$ cat src/rtl/cpu_pkg.sv
// Shared definitions for the 5-stage 16-bit CPU.
// Holds the opcode map, instruction field positions and hazard controller state encoding.
package cpu_pkg;

  localparam int INSTR_W   = 16;
  localparam int OPCODE_W  = 5;
  localparam int REG_IDX_W = 3;

  // Instruction field positions: [15:11] opcode, [10:8] Rs, [7:5] Rt
  localparam int OP_MSB = 15;
  localparam int OP_LSB = 11;
  localparam int RS_MSB = 10;
  localparam int RS_LSB = 8;
  localparam int RT_MSB = 7;
  localparam int RT_LSB = 5;

  typedef logic [OPCODE_W-1:0]  opcode_t;
  typedef logic [REG_IDX_W-1:0] reg_idx_t;

  localparam opcode_t OP_ADD  = 5'h00;
  localparam opcode_t OP_SUB  = 5'h01;
  localparam opcode_t OP_AND  = 5'h02;
  localparam opcode_t OP_OR   = 5'h03;
  localparam opcode_t OP_XOR  = 5'h04;
  localparam opcode_t OP_SLT  = 5'h05;
  localparam opcode_t OP_SLL  = 5'h06;
  localparam opcode_t OP_ADDI = 5'h08;
  localparam opcode_t OP_ANDI = 5'h09;
  localparam opcode_t OP_LUI  = 5'h0A;
  localparam opcode_t OP_LW   = 5'h10;
  localparam opcode_t OP_SW   = 5'h11;
  localparam opcode_t OP_BEQ  = 5'h18;
  localparam opcode_t OP_BNE  = 5'h19;
  localparam opcode_t OP_JMP  = 5'h1A;
  localparam opcode_t OP_JR   = 5'h1B;
  localparam opcode_t OP_JAL  = 5'h1C;
  localparam opcode_t OP_NOP  = 5'h1E;
  localparam opcode_t OP_HALT = 5'h1F;

  typedef enum logic [1:0] {
    RUN      = 2'd0,
    MEM_WAIT = 2'd1,
    HALTED   = 2'd2
  } hz_state_e;

endpackage

$ cat src/rtl/hazard_controller_reg_use_decode.sv
// Opcode decode telling which source register fields an instruction actually reads.
// Shared with the forwarding unit, which uses usesRt_o to qualify its Rt compare.
module reg_use_decode
  import cpu_pkg::*;
(
  input  opcode_t opcode_i,
  output logic    usesRs_o,
  output logic    usesRt_o
);

  // Unlisted opcodes are illegal and execute as NOPs, so they read nothing
  always_comb begin
    usesRs_o = 1'b0;
    usesRt_o = 1'b0;
    case (opcode_i)
      OP_ADD, OP_SUB, OP_AND, OP_OR, OP_XOR, OP_SLT,
      OP_SW, OP_BEQ, OP_BNE: begin
        usesRs_o = 1'b1;
        usesRt_o = 1'b1;
      end
      OP_SLL, OP_ADDI, OP_ANDI, OP_LW, OP_JR: begin
        usesRs_o = 1'b1;
      end
      default: begin
        usesRs_o = 1'b0;
        usesRt_o = 1'b0;
      end
    endcase
  end

endmodule

$ cat src/rtl/hazard_controller.sv
// Pipeline sequencing controller: load-use stalls, branch flushes, memory freezes and HALT.
// Drives all pipeline-register enables/flushes and a saturating stall-cycle counter.
module hazard_controller
  import cpu_pkg::*;
#(
  parameter int MEM_TIMEOUT = 64
) (
  input  logic               clk,
  input  logic               rst,
  input  logic [INSTR_W-1:0] ifid_Instr,
  input  logic               idex_MemRead,
  input  logic               idex_RegWriteEn,
  input  reg_idx_t           idex_RegD,
  input  logic               ex_branchTaken,
  input  logic               mem_stall,
  input  logic               halt_detect,
  output logic               pc_WriteEn,
  output logic               ifid_WriteEn,
  output logic               ifid_Flush,
  output logic               idex_Flush,
  output logic               exmem_WriteEn,
  output logic               memwb_Flush,
  output logic               halted,
  output logic               timeout_err,
  output logic [15:0]        stall_cycles
);

  localparam int               CNT_W      = $clog2(MEM_TIMEOUT + 1);
  localparam logic [CNT_W-1:0] WAIT_LIMIT = CNT_W'(MEM_TIMEOUT);

  hz_state_e        state_q, state_d;
  logic [CNT_W-1:0] waitCnt_q, waitCnt_d, waitCntInc;
  logic             halted_q, halted_d;
  logic             timeoutErr_q, timeoutErr_d;
  logic [15:0]      stallCnt_q, stallCnt_d;

  opcode_t           idOpcode;
  reg_idx_t          idRs, idRt;
  logic              usesRs, usesRt;
  logic              rsHit, rtHit, loadUse;
  logic [RT_LSB-1:0] unusedInstrLow;

  assign idOpcode       = ifid_Instr[OP_MSB:OP_LSB];
  assign idRs           = ifid_Instr[RS_MSB:RS_LSB];
  assign idRt           = ifid_Instr[RT_MSB:RT_LSB];
  assign unusedInstrLow = ifid_Instr[RT_LSB-1:0];

  reg_use_decode u_regUseDecode (
    .opcode_i (idOpcode),
    .usesRs_o (usesRs),
    .usesRt_o (usesRt)
  );

  // Register 0 is deliberately not exempt from the compare
  assign rsHit   = usesRs && (idex_RegD == idRs);
  assign rtHit   = usesRt && (idex_RegD == idRt);
  assign loadUse = (state_q == RUN) && idex_MemRead && idex_RegWriteEn && (rsHit || rtHit);

  assign waitCntInc = waitCnt_q + CNT_W'(1);

  // Timeout fires on the edge where the wait count becomes MEM_TIMEOUT
  always_comb begin
    state_d      = state_q;
    waitCnt_d    = waitCnt_q;
    halted_d     = halted_q;
    timeoutErr_d = timeoutErr_q;
    case (state_q)
      RUN: begin
        if (mem_stall) begin
          state_d   = MEM_WAIT;
          waitCnt_d = '0;
        end else if (halt_detect) begin
          state_d  = HALTED;
          halted_d = 1'b1;
        end
      end
      MEM_WAIT: begin
        if (!mem_stall) begin
          state_d = RUN;
        end else begin
          waitCnt_d = waitCntInc;
          if (waitCntInc == WAIT_LIMIT) begin
            state_d      = HALTED;
            halted_d     = 1'b1;
            timeoutErr_d = 1'b1;
          end
        end
      end
      HALTED: begin
        state_d = HALTED;
      end
      default: begin
        state_d = RUN;
      end
    endcase
  end

  // A branch seen during mem_stall is ignored here; EX holds it until the stall clears
  always_comb begin
    pc_WriteEn    = 1'b1;
    ifid_WriteEn  = 1'b1;
    exmem_WriteEn = 1'b1;
    ifid_Flush    = 1'b0;
    idex_Flush    = 1'b0;
    memwb_Flush   = 1'b0;
    if (rst) begin
      pc_WriteEn    = 1'b0;
      ifid_WriteEn  = 1'b0;
      exmem_WriteEn = 1'b0;
      ifid_Flush    = 1'b1;
      idex_Flush    = 1'b1;
      memwb_Flush   = 1'b1;
    end else if (state_q == HALTED) begin
      pc_WriteEn    = 1'b0;
      ifid_WriteEn  = 1'b0;
      exmem_WriteEn = 1'b0;
    end else if (mem_stall) begin
      pc_WriteEn    = 1'b0;
      ifid_WriteEn  = 1'b0;
      exmem_WriteEn = 1'b0;
      memwb_Flush   = 1'b1;
    end else if (ex_branchTaken) begin
      ifid_Flush = 1'b1;
      idex_Flush = 1'b1;
    end else if (loadUse) begin
      pc_WriteEn   = 1'b0;
      ifid_WriteEn = 1'b0;
      idex_Flush   = 1'b1;
    end
  end

  always_comb begin
    stallCnt_d = stallCnt_q;
    if (!pc_WriteEn && (state_q != HALTED) && (stallCnt_q != 16'hFFFF)) begin
      stallCnt_d = stallCnt_q + 16'd1;
    end
  end

  always_ff @(posedge clk) begin
    if (rst) begin
      state_q      <= RUN;
      waitCnt_q    <= '0;
      halted_q     <= 1'b0;
      timeoutErr_q <= 1'b0;
      stallCnt_q   <= '0;
    end else begin
      state_q      <= state_d;
      waitCnt_q    <= waitCnt_d;
      halted_q     <= halted_d;
      timeoutErr_q <= timeoutErr_d;
      stallCnt_q   <= stallCnt_d;
    end
  end

  assign halted       = halted_q;
  assign timeout_err  = timeoutErr_q;
  assign stall_cycles = stallCnt_q;

endmodule

$ cat config.mk
export PLATFORM = sky130hd
export DESIGN_NAME = hazard_controller
export DESIGN_NICKNAME = d
export VERILOG_FILES = /design/src/rtl/cpu_pkg.sv /design/src/rtl/hazard_controller_reg_use_decode.sv /design/src/rtl/hazard_controller.sv
export SDC_FILE = /design/constraint.sdc
export NUM_CORES = 1
export LEC_CHECK = 0
export ABC_CLOCK_PERIOD_IN_PS = 4700
export CAP_MARGIN = 0
export CORE_MARGIN = 2
export CORE_UTILIZATION = 42
export DETAILED_ROUTE_END_ITERATION = 6
export DONT_BUFFER_PORTS = 1
export SLEW_MARGIN = 5
export SYNTH_ARGS = -nofsm -noshare
export SYNTH_HDL_FRONTEND = slang
export SYNTH_SLANG_ARGS = --single-unit
$ cat constraint.sdc
create_clock -name clk -period 4.7 [get_ports clk]
set_clock_uncertainty 0.15 [all_clocks]
set_input_delay 0.705 -clock clk [delete_from_list [all_inputs] [get_ports clk]]
set_output_delay 0.705 -clock clk [all_outputs]
set_load 0.02 [all_outputs]
==> flow_summary.toml, run 1 <==
[run_status]
outcome = "finished, final reports clean"

[critical_path]
path_class = "flop to output pin"
r2r_cells = 7
r2r_setup_slack_ns = 2.26
worst_path_dominant_cell_family = "simple AND/OR/NAND/NOR gates"
critPathArrivalTime_ns = 1.98
required_ns = 3.85
crit_fanout = 10
endpoint_kind = "output pin"
crit_buf_inv = 1
worstSetupPathDepth = 5
cp-start-kind = "flop"
max_stage_delay_ns = 0.55
path_cells = "inv_2, nand2_1, nand2b_1, nor2_1, and2_1"
cpMaxStageDelayCell = "dfxtp_1"

[layout]
area.growth.synth_to_final_pct = 3.940
drive_gt1_share_pct = 6.806
final_common_cell = "dfxtp_1"
final.fill_count = 359
regArea_sq_um = 540.5
multiInputGateArea_sq_um = 997.2
n_antenna_cell = 0
most-common-layout-cells = "27 x dfxtp_1, 24 x nor2_1, 17 x nand2_1, 13 x a21oi_1, 11 x nand3_1"
finalNetCount = 220

[routing]
ant_nets = 0
drtPass1Iterations = 4
route.detailed.drc = 0
drt_wl_total_um = 3352
via_count = 1401
wire_per_inst_um = 14.03
drtIter0Drc = 76
viasPerCell = 5.862

[grt]
grt-ovfl-total = 0
grt_pass1_wl_um = 5809
antenna_found_initial = 0
grtUsageTotal_pct = 17.03
grt_max_degree = 37
grt_pass1_vias = 1353

[clock_tree]
cts_sinks = 27
cts_hold_buffers = 0
post-cts-setup-buffers = 0
clk_pin_slew_ns = 0.09
cts_buffer_depth = 2
clock_latency_ns = 0.27
cts_tree = "built"
cts_buffers = 3
cts_resized = 0
cts_root_buffer = "clkbuf_8"
htreeDepth = 1

[die]
rows = 22
die_w_um = 65.49
start_util_pct = 43.37
core_area_sq_um = 3661
die_h_um = 65.49
die_area_sq_um = 4288
num_io_pins = 50

[timing]
hold_viol_final = 0
setup_tns_ns = 0
finalCritPeriodShare_pct = 60.40
report.final.setup_viol = 0
hold_ws_ns = 0.3371
fmax_mhz = 352.3
slew_violations = 0
slew_headroom_pct = 49.02
worst-slew-pin-transition_ns = 0.7596
rsz0062_at_grt = "no"
fin_crit_ns = 2.839

[logic_synthesis]
seq_area_frac_synth_pct = 34.04
ys_types = 45
synth_compound_area_share_pct = 16.78
synthesis.area_sq_um = 1588
syn_inst = 195
synthFlopType = "dfxtp_1"
synth-edff-count = 0
async_reset_ff_share_pct = 0
synth-xor-area-share_pct = 7.723
synth_top_family_by_area = "simple AND/OR/NAND/NOR gates"
yosysWarningCount = 0
synthAdderAreaFrac_pct = 1.576
synth-simple-area-share_pct = 32.62
synth.avg_cell_area_sq_um = 8.142
syn_nets = 223
synth.area.mux_share_pct = 4.098
ys_seq_elements = 27

[pwr]
peakVddDrop_uv = 158.2
p_leak_nw = 0.5995
power.density_nw_per_um2 = 254.0

[placement]
place_congestion = 0.8116
dp.final_hpwl_um = 2509
numPortBuffers = 0

[worst_hold_path]
min_path_type = "flop to flop"
hold_path_depth = 2

[run]
maxCapViolations = 0
## Yosys cell counts, types with 5 or more instances
| cell | n | area, sq um |
|---|---|---|
| and3_1 | 7 | 43.79 |
| a211oi_1 | 5 | 37.54 |
| nor3_1 | 9 | 45.04 |
| dfxtp_1 | 27 | 540.5 |
| xor2_1 | 6 | 52.55 |
| nand2b_1 | 5 | 31.28 |
| nor2_1 | 24 | 90.09 |
| nand3_1 | 11 | 55.05 |
| xnor2_1 | 8 | 70.07 |
| nand2_1 | 17 | 63.81 |
| a21oi_1 | 13 | 65.06 |
| nor2b_1 | 9 | 56.30 |
## worst min-delay path: stages, from the launching register on
cell	delay, ns
dfxtp_1	0.34
nand2_1	0.06
a21oi_1	0.05
## registers in the layout, indices dropped and copies added, names as in the netlist
name,flops
waitCnt_q,7
halted,1
state_q,2
stall_cycles,16
timeout_err,1
## area by class of cell
cell class	instances	area share [%]
Tap cell	48	3.639
Clock buffer	4	2.729
Inverter	2	0.4549
Multi-Input combinational cell	158	60.42
Sequential cell	27	32.75
## metal layers
| layer | GRT usage, % | share of wire [%] | vias to the layer above |
|---|---|---|---|
| li1 | - | - | 684 |
| met3 | 3.425 | 6.3 | 2 |
| met1 | 21.25 | 46 | 665 |
| met5 | 0 | 0 | - |
| met2 | 29.34 | 47 | 50 |
| met4 | 5.469 | 0.69 | 0 |
## where the power goes
part	total [mW]	internal, mW	switching, mW	leakage, nW
logic	0.0414	0.0163	0.0251	0.358
clock network	0.132	0.0606	0.0710	0.0228
registers	0.246	0.234	0.0124	0.219
## path summary, 6_finish.rpt
kind | from | to
max | state_q[0]$_SDFFE_PP0P_ | pc_WriteEn
min | waitCnt_q[1]$_SDFFE_PP0P_ | waitCnt_q[1]$_SDFFE_PP0P_
max reg2reg | stall_cycles[0]$_SDFFE_PP0P_ | stall_cycles[9]$_SDFFE_PP0P_
min reg2reg | waitCnt_q[1]$_SDFFE_PP0P_ | waitCnt_q[1]$_SDFFE_PP0P_
## metrics by stage
stage          power [mW]  instance area [sq um]  utilization [%]  worst slack, ns  std cells
2_1_floorplan      0.2901                   1588                -            1.938        195
3_3_place_gp       0.2906                   1605            43.85            1.899        235
3_5_place_dp       0.2931                   1605            43.85            1.872        235
4_1_cts            0.4247                   1650            45.08            1.859        239
5_1_grt            0.4402                   1650            45.08            1.750        239
6_report           0.4193                   1650            45.08            1.861        239
## kinds of logic after synthesis
kind of cell,after synthesis
simple gates,99
compound gates,37
flops,27
xor+xnor,14
buf+inv,10
mux,6
fa+ha+maj,2
No activity file was read; power rests on OpenSTA's default activity.
==> run 2: changes to the inputs <==
ABC_CLOCK_PERIOD_IN_PS = 2900   (was 4700)
clock period = 2.9 ns   (was 4.7 ns; I/O delays follow)
==> run 2 against run 1 <==
Clock power grew 60%. Critical path type is now flop to flop. Power up 62%. Design area is 0.91% higher. Count of clock-buffer cells in the layout did not move. Non-clock buffer count is 2 higher. Flip-flop and latch count unchanged.
==> flow_summary.toml, run 2 (synthesized netlist as in run 1, its figures left out) <==
[routing]
route.met3.wl_um = 195
route.detailed.drc = 0
drt_wl_total_um = 3244
drtIter0Drc = 31
via_count = 1364
topRoutingLayerUsed = "met4"
ant_nets = 0
wire_per_inst_um = 13.46
drtPass1Iterations = 4
viasPerCell = 5.660
dr_wl_met2_um = 1533
drt-met1-wl_um = 1482

[layout]
finalNetCount = 222
largest_reg_flops = 16
n_antenna_cell = 0
final_common_cell = "dfxtp_1"
most-common-layout-cells = "27 x dfxtp_1, 24 x nor2_1, 17 x nand2_1, 13 x a21oi_1, 11 x nand3_1"
final.fill_count = 364
area.growth.synth_to_final_pct = 4.886
drive_gt1_share_pct = 7.772
final_util_pct = 45.49

[pwr]
p_total_uw = 677.7
p_leak_nw = 0.6101
peakVddDrop_uv = 173.9
power.density_nw_per_um2 = 406.9

[clock_tree]
post-cts-setup-buffers = 0
cts_buffer_depth = 2
htreeDepth = 1
cts_hold_buffers = 0
cts_root_buffer = "clkbuf_8"
cts_tree = "built"
cts_sinks = 27
clk_pin_slew_ns = 0.09
clock_latency_ns = 0.27
cts_buffers = 3
cts_resized = 0

[timing]
fmax_mhz = 413.7
hold_ws_ns = 0.07218
setup_tns_ns = 0
report.final.setup_viol = 0
rsz0062_at_grt = "no"
fin_crit_ns = 2.417
worst-slew-pin-transition_ns = 0.7615
slew_violations = 0
finalCritPeriodShare_pct = 83.35
hold_viol_final = 0
slew_headroom_pct = 48.90

[die]
die_w_um = 65.49
start_util_pct = 43.37
rows = 22
core_area_sq_um = 3661
die_h_um = 65.49
die_area_sq_um = 4288
num_io_pins = 50

[grt]
grt_max_degree = 37
antenna_found_initial = 0
grt_pass1_vias = 1251
grt-ovfl-total = 0
grt_pass1_wl_um = 5354
grtUsageTotal_pct = 15.68

[placement]
numPortBuffers = 0
place_congestion = 0.8090
dp.final_hpwl_um = 2437

[critical_path]
r2r_setup_slack_ns = 0.48
cp-start-kind = "flop"
critPathArrivalTime_ns = 2.43
critPathLaunch = "stall_cycles[0]$_SDFFE_PP0P_"
endpoint_kind = "flop"
required_ns = 2.91
max_stage_delay_ns = 0.42
path_cells = "ha_1, nand2_1, and2b_4, and3_4, a211oi_4, and3_1, mux2_1"
path_class = "flop to flop"
worst_path_dominant_cell_family = "simple AND/OR/NAND/NOR gates"
reg2reg_from = "stall_cycles[0]$_SDFFE_PP0P_"
crit_buf_inv = 0
crit_fanout = 7
cpMaxStageDelayCell = "dfxtp_1"

[worst_hold_path]
hp-start = "rst"
min_path_type = "input pin to flop"

[run_status]
outcome = "finished, final reports clean"

[run]
maxCapViolations = 0
==> run 2: cell count changes in the layout (fill, tap and decap cells not counted) <==
cell / before / now
buf_4: 0 / 2
==> run 2: worst register-to-register path, cell delays in order (launching register included) <==
cell and delay (ns):
dfxtp_1 0.42, ha_1 0.29, nand2_1 0.12, and2b_4 0.22, and3_4 0.20, a211oi_4 0.37
and3_1 0.23, mux2_1 0.32
==> run 2: final timing paths <==
kind / endpoint / depth (start not counted)
worst max-delay path: stall_cycles[9]$_SDFFE_PP0P_ / 7
worst min-delay path: stall_cycles[14]$_SDFFE_PP0P_ / 1
worst max register to register: stall_cycles[9]$_SDFFE_PP0P_ / 7
worst min register to register: waitCnt_q[1]$_SDFFE_PP0P_ / 2
==> run 2: per-layer routing <==
metal | vias to the layer above | track usage (%)
met4 | 0 | 4.688
met5 | - | 0
li1 | 686 | -
met3 | 4 | 3.596
met2 | 43 | 26.28
met1 | 631 | 20.02
==> run 2: metrics by stage <==
| stage | std cells | setup WS (ns) | cell area (sq um) |
|---|---|---|---|
| finish | 241 | 0.4829 | 1665 |
| global route | 241 | 0.3543 | 1665 |
| CTS | 241 | 0.4820 | 1665 |
| detailed placement | 237 | 0.4236 | 1620 |
| global placement | 237 | 0.4452 | 1620 |
| floorplan | 195 | 0.6148 | 1588 |
==> run 2: cell type report <==
cell class / count / area (sq um) / area share (%)
multi-input combinational: 158 / 997.2 / 59.88
sequential: 27 / 540.5 / 32.46
tap: 48 / 60.06 / 3.606
clock buffer: 4 / 45.04 / 2.705
timing repair buffer: 2 / 15.01 / 0.9016
inverter: 2 / 7.507 / 0.4508
==> run 2: report_power, final <==
| group | leakage (nW) | switching, mW | internal (mW) |
|---|---|---|---|
| registers | 0.219 | 0.0196 | 0.379 |
| clock network | 0.0228 | 0.113 | 0.0983 |
| logic | 0.369 | 0.0405 | 0.0276 |
==> run 3: changes to the inputs <==
ABC_CLOCK_PERIOD_IN_PS = 2350   (was 2900)
clock period = 2.35 ns   (was 2.9 ns; I/O delays follow)
==> run 3 against run 2 <==
Non-clock buffer count increased by 21. Setup slack got worse by 0.35 ns. Wire length increased by 13%. First-iteration DRC count increased to 2.6 times the previous value. Power increased by 31%.
==> flow_summary.toml, run 3 (synthesized netlist as in run 1, its figures left out) <==
[routing]
viasPerCell = 5.607
via_count = 1469
ant_nets = 0
wire_per_inst_um = 13.94
route.detailed.drc = 0
drt_wl_total_um = 3652
drtPass1Iterations = 4
drtIter0Drc = 80

[timing]
finalCritPeriodShare_pct = 94.16
hold_viol_final = 0
setup_tns_ns = 0
rsz0062_at_grt = "no"
slew_violations = 0
hold_ws_ns = 0.1247
worst-slew-pin-transition_ns = 0.8466
fmax_mhz = 451.9
setup_ws_ns = 0.1374
report.final.setup_viol = 0
fin_crit_ns = 2.213
slew_headroom_pct = 43.37

[run_status]
outcome = "finished, final reports clean"

[clock_tree]
clk_pin_slew_ns = 0.11
cts_sinks = 27
clock_latency_ns = 0.28
cts_tree = "built"
htreeDepth = 1
cts_buffer_depth = 2
cts_buffers = 3
cts_root_buffer = "clkbuf_8"

[pwr]
peakVddDrop_uv = 257.1
p_total_uw = 886.4
power.density_nw_per_um2 = 482.9
p_leak_nw = 0.7191

[grt]
grtUsageTotal_pct = 18.06
grt_pass1_vias = 1457
grt_max_degree = 23
grt-ovfl-total = 0
grt_pass1_wl_um = 6182
antenna_found_initial = 0

[critical_path]
cpMaxStageDelayCell = "dfxtp_1"
required_ns = 1.85
cp-start-kind = "flop"
path_cells = "nor4_2, o21ai_4, buf_4, and2_1, buf_4"
max_stage_delay_ns = 0.39
critPathArrivalTime_ns = 1.71
worst_path_dominant_cell_family = "simple AND/OR/NAND/NOR gates"
reg2reg_from = "stall_cycles[0]$_SDFFE_PP0P_"
crit_path_frequent_cell = "buf_4"
path_class = "flop to output pin"
crit_buf_inv = 2
critPathLaunch = "state_q[1]$_SDFFE_PP0P_"
crit_fanout = 8
endpoint_kind = "output pin"

[die]
core_area_sq_um = 3661
die_h_um = 65.49
num_io_pins = 50
rows = 22
die_w_um = 65.49
start_util_pct = 43.37
die_area_sq_um = 4288

[layout]
drive_gt1_share_pct = 17.29
final_util_pct = 50.14
regArea_sq_um = 540.5
most-common-layout-cells = "27 x dfxtp_1, 24 x nor2_1, 22 x buf_4, 17 x nand2_1, 13 x a21oi_1"
fin_area_sq_um = 1836
post_layout_nonfiller_instances = 262
area.growth.synth_to_final_pct = 15.60
finalNetCount = 243
final.fill_count = 354
n_antenna_cell = 0
largest_reg_flops = 16
multiInputGateArea_sq_um = 1003
final_common_cell = "dfxtp_1"

[placement]
postPlaceCellArea_sq_um = 1763
numPortBuffers = 0
placedCellCount = 256
place_ws_ns = 0.08551
dp.final_hpwl_um = 2733
place_congestion = 0.7902

[run]
maxCapViolations = 0

[worst_hold_path]
min_path_type = "input pin to flop"
hp-start = "rst"
run 3: cell types whose count changed in the layout (fill, tap and decap cells not counted), sizes merged:
cell / delta
clkinvlp: +1
buf: +20
clkbuf: -1
dlygate4sd3: +1
run 3: metal layers:
layer	routed length (um)	track usage [%]
met1	1652	22.47
met2	1797	32.02
met3	187	3.767
met4	14	3.906
met5	0	0
run 3: path summary, 6_finish.rpt:
| kind | to | slack [ns] | cells after the start |
|---|---|---|---|
| max reg2reg | stall_cycles[5]$_SDFFE_PP0P_ | 0.14 | 7 |
| min | stall_cycles[5]$_SDFFE_PP0P_ | 0.12 | 2 |
| min reg2reg | waitCnt_q[1]$_SDFFE_PP0P_ | 0.36 | 2 |
| max | pc_WriteEn | 0.14 | 5 |
run 3: repair_timing:
item                                    4_1_cts  5_1_grt
buffers inserted                              0        1
endpoints found under the setup margin        0        6
endpoints found under the hold margin        22        0
hold buffers                                  1        0
resized for setup                             0        1
run 3: report_power, final:
| part | total (mW) | switching [mW] | internal (mW) |
|---|---|---|---|
| combinational | 0.126 | 0.0747 | 0.0513 |
| clock | 0.283 | 0.162 | 0.121 |
| sequential | 0.477 | 0.00956 | 0.468 |
| total | 0.886 | 0.247 | 0.640 |
run 3: final cells by class:
cell class | count | share of cell area [%]
Clock inverter | 1 | 0.4090
Inverter | 2 | 0.4090
Clock buffer | 3 | 2.249
Sequential cell | 27 | 29.45
Timing Repair Buffer | 23 | 9.543
Multi-Input combinational cell | 158 | 54.67
Tap cell | 48 | 3.272
